File: src/rtl/mem_bus_interface.sv
// mem_bus_interface: memory-access stage behind the MAR address mux.
// Captures address/store data on a control-unit request, runs an MFA/MOC
// handshake with memory, lane-aligns byte/half/word data and keeps load
// results in an internal MDR (rdata).
//
// Handshake: the control unit raises req for one cycle while busy is low.
// The request is accepted on that clock edge. busy is then high until done
// has pulsed. done and err are registered one-cycle pulses. A req seen while
// busy is dropped. On the memory side, mem_mfa stays high with stable
// mem_addr/mem_be/mem_wdata/mem_rw until mem_moc is sampled high, or until
// TIMEOUT cycles have passed without mem_moc.
//
// Optional build macro MEM_BUS_SIGN_EXT_EN adds the signed_ld input. When
// signed_ld is set, byte and half loads are sign-extended. When the macro is
// undefined, all sub-word loads are zero-extended.
module mem_bus_interface #(
  parameter int unsigned TIMEOUT = 15
) (
  input  logic        clk,
  input  logic        rst_n,
  input  logic        req,
  input  logic        we,
  input  logic [1:0]  size,
  input  logic [31:0] addr,
  input  logic [31:0] wdata,
`ifdef MEM_BUS_SIGN_EXT_EN
  input  logic        signed_ld,
`endif
  output logic        busy,
  output logic        done,
  output logic        err,
  output logic [31:0] rdata,
  output logic        mem_mfa,
  output logic        mem_rw,
  output logic [31:0] mem_addr,
  output logic [3:0]  mem_be,
  output logic [31:0] mem_wdata,
  input  logic [31:0] mem_rdata,
  input  logic        mem_moc,
  output logic [1:0]  dbg_state
);

  typedef enum logic [1:0] {
    ST_IDLE     = 2'd0,
    ST_WAIT     = 2'd1,
    ST_COMPLETE = 2'd2
  } state_e;

  localparam logic [1:0] SZ_BYTE = 2'b00;
  localparam logic [1:0] SZ_HALF = 2'b01;
  localparam logic [1:0] SZ_WORD = 2'b10;

  // Last WAIT count value before the access is abandoned.
  localparam logic [7:0] TO_LAST = 8'(TIMEOUT - 1);

  state_e      state_q, state_d;
  logic [7:0]  cnt_q, cnt_d;
  logic        we_q, we_d;
  logic [1:0]  size_q, size_d;
  logic [1:0]  lane_q, lane_d;
  logic        done_q, done_d;
  logic        err_q, err_d;
  logic [31:0] rdata_q, rdata_d;
  logic        mfa_q, mfa_d;
  logic        rw_q, rw_d;
  logic [31:0] maddr_q, maddr_d;
  logic [3:0]  be_q, be_d;
  logic [31:0] mwdata_q, mwdata_d;
`ifdef MEM_BUS_SIGN_EXT_EN
  logic        sext_q, sext_d;
`endif

  // Request-side decode: alignment check, byte enables, lane replication.
  logic        req_bad;
  logic [3:0]  req_be;
  logic [31:0] req_wdata;

  always_comb begin
    req_bad   = 1'b0;
    req_be    = 4'b0000;
    req_wdata = wdata;
    unique case (size)
      SZ_BYTE: begin
        req_be    = 4'b0001 << addr[1:0];
        req_wdata = {4{wdata[7:0]}};
      end
      SZ_HALF: begin
        req_bad   = addr[0];
        req_be    = addr[1] ? 4'b1100 : 4'b0011;
        req_wdata = {2{wdata[15:0]}};
      end
      SZ_WORD: begin
        req_bad   = (addr[1:0] != 2'b00);
        req_be    = 4'b1111;
        req_wdata = wdata;
      end
      default: begin
        req_bad   = 1'b1;
        req_be    = 4'b0000;
        req_wdata = wdata;
      end
    endcase
  end

  // Load lane extraction from the memory word, using the latched access.
  logic [7:0]  ld_byte;
  logic [15:0] ld_half;
  logic        ld_signed;
  logic [31:0] ld_value;

  always_comb begin
    ld_byte = mem_rdata[7:0];
    unique case (lane_q)
      2'd0:    ld_byte = mem_rdata[7:0];
      2'd1:    ld_byte = mem_rdata[15:8];
      2'd2:    ld_byte = mem_rdata[23:16];
      default: ld_byte = mem_rdata[31:24];
    endcase
    ld_half = lane_q[1] ? mem_rdata[31:16] : mem_rdata[15:0];
`ifdef MEM_BUS_SIGN_EXT_EN
    ld_signed = sext_q;
`else
    ld_signed = 1'b0;
`endif
    unique case (size_q)
      SZ_BYTE: ld_value = {{24{ld_signed & ld_byte[7]}}, ld_byte};
      SZ_HALF: ld_value = {{16{ld_signed & ld_half[15]}}, ld_half};
      default: ld_value = mem_rdata;
    endcase
  end

  // Next-state and registered-output logic for the access FSM.
  always_comb begin
    state_d  = state_q;
    cnt_d    = cnt_q;
    we_d     = we_q;
    size_d   = size_q;
    lane_d   = lane_q;
    rdata_d  = rdata_q;
    maddr_d  = maddr_q;
    be_d     = be_q;
    mwdata_d = mwdata_q;
    done_d   = 1'b0;
    err_d    = 1'b0;
    mfa_d    = 1'b0;
    rw_d     = 1'b0;
`ifdef MEM_BUS_SIGN_EXT_EN
    sext_d   = sext_q;
`endif
    unique case (state_q)
      ST_IDLE: begin
        if (req) begin
          we_d   = we;
          size_d = size;
          lane_d = addr[1:0];
`ifdef MEM_BUS_SIGN_EXT_EN
          sext_d = signed_ld;
`endif
          if (req_bad) begin
            // Rejected before any bus cycle is started.
            state_d = ST_COMPLETE;
            done_d  = 1'b1;
            err_d   = 1'b1;
          end else begin
            state_d  = ST_WAIT;
            cnt_d    = 8'd0;
            mfa_d    = 1'b1;
            rw_d     = we;
            maddr_d  = {addr[31:2], 2'b00};
            be_d     = req_be;
            mwdata_d = req_wdata;
          end
        end
      end
      ST_WAIT: begin
        if (mem_moc) begin
          // A completion in the same cycle as the timeout still wins.
          state_d = ST_COMPLETE;
          done_d  = 1'b1;
          if (!we_q) begin
            rdata_d = ld_value;
          end
        end else if (cnt_q == TO_LAST) begin
          state_d = ST_COMPLETE;
          done_d  = 1'b1;
          err_d   = 1'b1;
        end else begin
          cnt_d = cnt_q + 8'd1;
          mfa_d = 1'b1;
          rw_d  = we_q;
        end
      end
      ST_COMPLETE: begin
        state_d = ST_IDLE;
      end
      default: begin
        state_d = ST_IDLE;
      end
    endcase
  end

  // State and output registers; reset aborts any access in flight.
  always_ff @(posedge clk or negedge rst_n) begin
    if (!rst_n) begin
      state_q  <= ST_IDLE;
      cnt_q    <= 8'd0;
      we_q     <= 1'b0;
      size_q   <= 2'b00;
      lane_q   <= 2'b00;
      done_q   <= 1'b0;
      err_q    <= 1'b0;
      rdata_q  <= 32'd0;
      mfa_q    <= 1'b0;
      rw_q     <= 1'b0;
      maddr_q  <= 32'd0;
      be_q     <= 4'b0000;
      mwdata_q <= 32'd0;
`ifdef MEM_BUS_SIGN_EXT_EN
      sext_q   <= 1'b0;
`endif
    end else begin
      state_q  <= state_d;
      cnt_q    <= cnt_d;
      we_q     <= we_d;
      size_q   <= size_d;
      lane_q   <= lane_d;
      done_q   <= done_d;
      err_q    <= err_d;
      rdata_q  <= rdata_d;
      mfa_q    <= mfa_d;
      rw_q     <= rw_d;
      maddr_q  <= maddr_d;
      be_q     <= be_d;
      mwdata_q <= mwdata_d;
`ifdef MEM_BUS_SIGN_EXT_EN
      sext_q   <= sext_d;
`endif
    end
  end

  assign busy      = (state_q != ST_IDLE);
  assign done      = done_q;
  assign err       = err_q;
  assign rdata     = rdata_q;
  assign mem_mfa   = mfa_q;
  assign mem_rw    = rw_q;
  assign mem_addr  = maddr_q;
  assign mem_be    = be_q;
  assign mem_wdata = mwdata_q;
  assign dbg_state = state_q;

endmodule
File: config.mk
export PLATFORM = sky130hd
export DESIGN_NAME = mem_bus_interface
export DESIGN_NICKNAME = d
export VERILOG_FILES = /design/src/rtl/mem_bus_interface.sv
export SDC_FILE = /design/constraint.sdc
export NUM_CORES = 1
export LEC_CHECK = 0
export BUFFER_PORTS_ARGS = -buffer_cell sky130_fd_sc_hd__buf_2
export CELL_PAD_IN_SITES_DETAIL_PLACEMENT = 0
export CELL_PAD_IN_SITES_GLOBAL_PLACEMENT = 1
export CORE_MARGIN = 2
export CORE_UTILIZATION = 37
export CTS_CLUSTER_SIZE = 25
export DETAILED_ROUTE_END_ITERATION = 8
export PLACE_DENSITY = 0.78
export SLEW_MARGIN = 25
export SYNTH_ARGS = -nofsm -noshare
export SYNTH_HDL_FRONTEND = slang
export SYNTH_SLANG_ARGS = --single-unit
File: constraint.sdc
create_clock -name clk -period 1.86 [get_ports clk]
set_input_delay 0.093 -clock clk [delete_from_list [all_inputs] [get_ports clk]]
set_output_delay 0.093 -clock clk [all_outputs]
set_load 0.05 [all_outputs]
* Yosys cells after proc, flatten, opt, wreduce, memory -nomap -nowiden *
Index checks and enable logic that the tools add are counted.

operators by class
  add/sub/neg operators = 1
  equality and inequality tests = 12
  shift-type cells = 1
  muxes and demuxes = 34
  bitwise operators = 2
  reductions and logical operators = 12

operators with widths
  operator             number
  $pmux 32 s2          2
  $mux 8               4
  $pmux 8 s3           1
  $mux 16              1
  $pmux 8 s2           1
  $mux 1               13
  $pmux 4 s3           1
  $add 8x1->8 const B  1
  $eq 2x1->1 const B   4
  $eq 8x4->1 const B   1
  $logic_not 2->1      4
  $mux 2               4
  $ne 2x2->1 const B   4
  $pmux 1 s2           4
  $reduce_and 3->1     2
  $reduce_bool 2->1    3
  $reduce_and 5->1     1
  $eq 2x2->1 const B   2
  $mux 4               1
  $pmux 2 s2           1
  $reduce_and 2->1     2
  $shl 1x2->4 const A  1
  $ne 3x3->1 const B   1
  $pmux 1 s3           1
  $not 1->1            2

word-level totals
  bits in registers = 117
  input bits = 103
  output and inout bits = 107
  word-level logic and storage cells = 75

* Logic depth before layout (Yosys ltp) *
  depth after elaboration = 5
  depth in mapped cells = 7
  mapped depth without buffers = 6

* Least setup slack after synthesis *
No wires, ideal clock.

  kind = register to register
  start point = reg state_q[0], in the netlist dbg_state[0]
  end point = reg cnt_q[3]
  setup time = 0.073 ns
  data arrival time = 1.709 ns
  data required time = 1.787 ns
  slack = 0.078 ns
  stages on the path, launching flop included = 5
  path buffers = 0
  period minus slack after synthesis = 1.782 ns
  cell sequence = dfrtp_1 nor3b_4 o31ai_4 or3_2 a21oi_2

between the ends
  word-level cells in the longest chain between the ends = 3
  elaborated cells on any way between the ends = 9
  classes of those cells = eq/ne (5); mux (1); reduce/logical (3)

RTL lines
  element                                                    line  source
  from (decl)                                                56    state_e state_q, state_d;
  from (signal assigned)                                     222   state_q <= state_d;
  $eq 2x1->1 or $logic_not 2->1 (tied branches)              150   unique case (state_q)
  $ne 2x2->1 (no line) or $reduce_bool 2->1 (tied branches)  n/a
  $reduce_and 5->1 (no line)                                 n/a
  to (signal assigned)                                       223   cnt_q <= cnt_d;
  to (decl)                                                  57    logic [7:0] cnt_q, cnt_d;

Parallel ways exist; a longest one is shown, timed or not.
A chain may end at the register's enable or synchronous reset.

* Final worst setup path *
  start point = reg cnt_q[1]
  end point = reg cnt_q[3]

between the ends
  word-level cells in the longest chain between the ends = 4
  elaborated cells on any way between the ends = 7
  classes of those cells = add/sub (1); eq/ne (2); mux (3); reduce/logical (1)

RTL lines
  element      line  source
  $add 8x1->8  188   cnt_d = cnt_q + 8'd1;
  $mux 8       183   end else if (cnt_q == TO_LAST) begin
  $mux 8       176   if (mem_moc) begin
  $pmux 8 s2   150

Parallel ways exist; a longest one is shown, timed or not. The select of a mux whose other input is x is not followed.

==> results.md <==
* Placed insts at 885
* First-pass GRT wire length at 25900 um
* Final Wtd Congestion at 0.782
* Vias at 4927
* Initial DRT Pass Iterations at 4
* Io pins at 210
* F_max at 560 MHz
* Layout cells sized above 1 at 0.370
* DP HPWL at 10600 um
* TritonCTS clock tree: yes
* P&R area growth vs syn at 50.1%
* Crit path launch type: flip-flop
* Top-area cell type share of the netlist area at 0.542
* DR vias/cell at 4.90
* Flop-to-flop setup slack at 0.07 ns
* CP Capture Type: flip-flop
* Final Hold Viols at 0
* Switch Pwr at 6.23 mW
* Unrepaired setup endpoints after global routing: true
* Layout Nets at 913
* H-tree lvl count at 4
* Sequential group share of total power at 0.299
* Xor/xnor share of the synthesized area at 0.00649
* Reg2reg start: cnt_q[1]
* Primary FF master, synth: dfrtp_1
* Mux share of post-synthesis cell area at 0.128
* Area leader, netlist: dfrtp_1
* Crit Path Max Fanout at 4
* Starting density of the core at 0.374
* Flops & latches, synth at 117
* Met2 global-route usage at 0.352
* CTS Sinks at 117
* Comb power frac at 0.459
* Max Cap Violations at 0
* PwrDens at 1630 mW/mm^2
* Max Buffers Root-to-Sink at 2
* Distinct cells, synth at 50
* Setup TNS at 0 ns
* EDFF count, synth at 0
* Die Ht at 125 um
* GRT Total Usage at 0.208
* Drt drc at 0
* Initial DRC Count at 271
* Die width at 125 um
* Die area at 0.0156 mm^2
* Adder-Cell Fraction of Synth Area at 0.00463
* Non-filler cells, final at 1005
* Min cycle time layout at 1.79 ns
* CORE AREA at 0.0144 mm^2
* Grt peak-use layer: met2
* # diodes at 0
* DRT antenna net count at 0
* Ranking of synthesized cells by area: dfrtp_1 54%, nand2_1 7.1%, mux2_2 6.3%
* Leakage power at 4.00 nW
* Synth Area in Simple Gates at 0.142
* Min-Delay Path Class: in -> reg
* Congestion Overflow GR at 0
* Register area share after synthesis at 0.542
* Worst-path clk slew at 0.06 ns
* Peak VDD IR at 1060 uV
* Crit. Startpoint: cnt_q[1]
* Critical Path AT at 2.07 ns
* Internal power at 6.99 mW
* Post-synthesis compound-gate area fraction at 0.140
* Largest net degree at the start of global routing at 118
* Rows at 44
* Syn Area/Cell at 10.5 um^2
* Met3 Use GR at 0.0687
* Skew-Pair Late Insertion Delay at 0.41 ns
* Initial antenna violation count at 0
* CP Class: reg -> reg
* Status: finished clean
* Main combinational cell family by area after synthesis: simple AND/OR/NAND/NOR gates
* Root Driver: clkbuf_16
* Clk pwr share at 0.242
* Post-synthesis cell count at 515
* Mapped cell area at 0.00540 mm^2
* Layout Skew at 0.00607 ns
* Final setup violation count at 0
* Asr flop ratio synth at 1.00
* RR Endpoint: cnt_q[3]
* Worst endpoint required time at 2.14 ns
* Part of the cycle the worst path needs at 0.960
* Vias in the first global route at 5143
* CP endpoint: cnt_q[3]
* Port bufs at 207
* Fin. max-slew vios at 0
* Yosys warns at 0
* Slew HR at 0.563
* TritonCTS buffer count at 17
* Drt total wl at 15900 um
* Worst Reg2Reg Path Length in Cells at 6
* Worst Tran Pin Value at 0.655 ns
* Drt wl/cell at 15.8 um
* Sw Ratio at 0.471
* Met1 GRT Util at 0.253
## layer usage
layer	vias to the layer above	part of all wire
li1	2377	-
met2	187	0.49
met3	14	0.073
met5	-	0
met4	0	0.015
met1	2349	0.42
## cell usage after synthesis, drive strengths merged, types with 2 or more instances
cell type  count
a211o          7
nand3b         7
clkbuf        18
mux2          38
a22o           2
buf           19
ha             2
nand2        102
mux2i         24
nor3b          2
dfrtp        117
nor2b          9
o21ai         60
a32o           2
inv            5
nand3          6
nor2          25
a21oi         21
nor4           2
o211ai         2
a21o           7
xnor2          4
nor3           3
or3b           2
or3            2
o31ai          9
a22oi          8
## through the flow
step,hold slack (ns),total power [mW],utilization,setup slack [ns],cell area (um^2)
after global routing,0.0143,13.9,0.562,-0.0208,8110
after CTS,0.00106,13.3,0.561,0.0288,8090
after floorplan,-0.203,8.31,-,0.0782,5410
final,0.0123,13.2,0.562,0.0748,8110
after global placement,0.230,9.80,0.461,0.119,6650
after detailed placement,0.238,9.91,0.461,0.0524,6650
## critical path: stages, from the launching register on
cell and delay (ns):
dfrtp_1 0.39, ha_1 0.16, or4b_4 0.48, o31ai_4 0.29, buf_4 0.17, or3_2 0.12, a21oi_2 0.05
## timing repair
action,4_1_cts,5_1_grt
setup endpoints to repair,0,3
buffers inserted,0,2
resized for setup,0,0
hold endpoints to repair,203,0
hold buffers,86,0
## state kept, by name, indices dropped and copies added, names as in the netlist, 2 cells and up
| register | cells |
|---|---|
| mem_wdata | 32 |
| lane_q | 2 |
| size_q | 2 |
| mem_be | 4 |
| mem_addr | 30 |
| dbg_state | 2 |
| rdata | 32 |
| cnt_q | 8 |
## final cells by class
type | instances | area [um^2]
Clock buffer | 17 | 425
Clock inverter | 15 | 159
Fill cell | 1270 | 6310
Inverter | 5 | 18.8
Multi-Input combinational cell | 357 | 2300
Sequential cell | 117 | 2930
Tap cell | 184 | 230
Timing Repair Buffer | 310 | 2050
## power by group through the flow
stage          logic [mW]  registers, mW  clock network (mW)
6_report             6.06           3.96                3.20
2_1_floorplan        1.35           6.96                   0
4_1_cts              6.06           3.96                3.27
3_5_place_dp         5.92           3.98                   0
3_3_place_gp         5.86           3.94                   0
5_1_grt              6.42           4.08                3.39
## worst min path at each step
stage,startpoint,endpoint,slack [ns],cells after the start
floorplan,rst_n,cnt_q[0],-0.20,0
global placement,rst_n,rdata[31],0.23,2
detailed placement,rst_n,rdata[6],0.24,2
CTS,wdata[19],mem_wdata[19],0.001,3
global route,wdata[2],mem_wdata[2],0.01,2
finish,wdata[19],mem_wdata[19],0.01,3
## cell families (layout without fill, tap and decap cells)
kind of cell / count (synthesis) / in the layout
compound gates: 121 / 121
other cells: 1 / 2
mux: 63 / 63
xor+xnor: 4 / 4
simple gates: 165 / 165
fa+ha+maj: 2 / 2
buf+inv: 42 / 347
flops: 117 / 117
## cell usage in the layout (no fill, tap or decap), types with 5 or more instances in the layout
cell / synthesis / routed
nor2_1: 23 / 23
dlygate4sd3_1: 0 / 86
nand3_1: 5 / 5
a22oi_1: 8 / 8
o31ai_1: 8 / 8
mux2_2: 30 / 30
clkinv_4: 0 / 6
buf_2: 16 / 206
nand3b_1: 7 / 7
a21o_1: 7 / 7
nor2b_1: 9 / 9
clkbuf_16: 0 / 17
inv_1: 5 / 5
mux2_1: 8 / 8
a21oi_1: 18 / 18
o21ai_0: 55 / 55
dfrtp_1: 117 / 117
nand2_1: 102 / 102
mux2i_1: 24 / 24
buf_4: 2 / 16
a211o_1: 7 / 7
No activity file was read; power rests on OpenSTA's default activity.
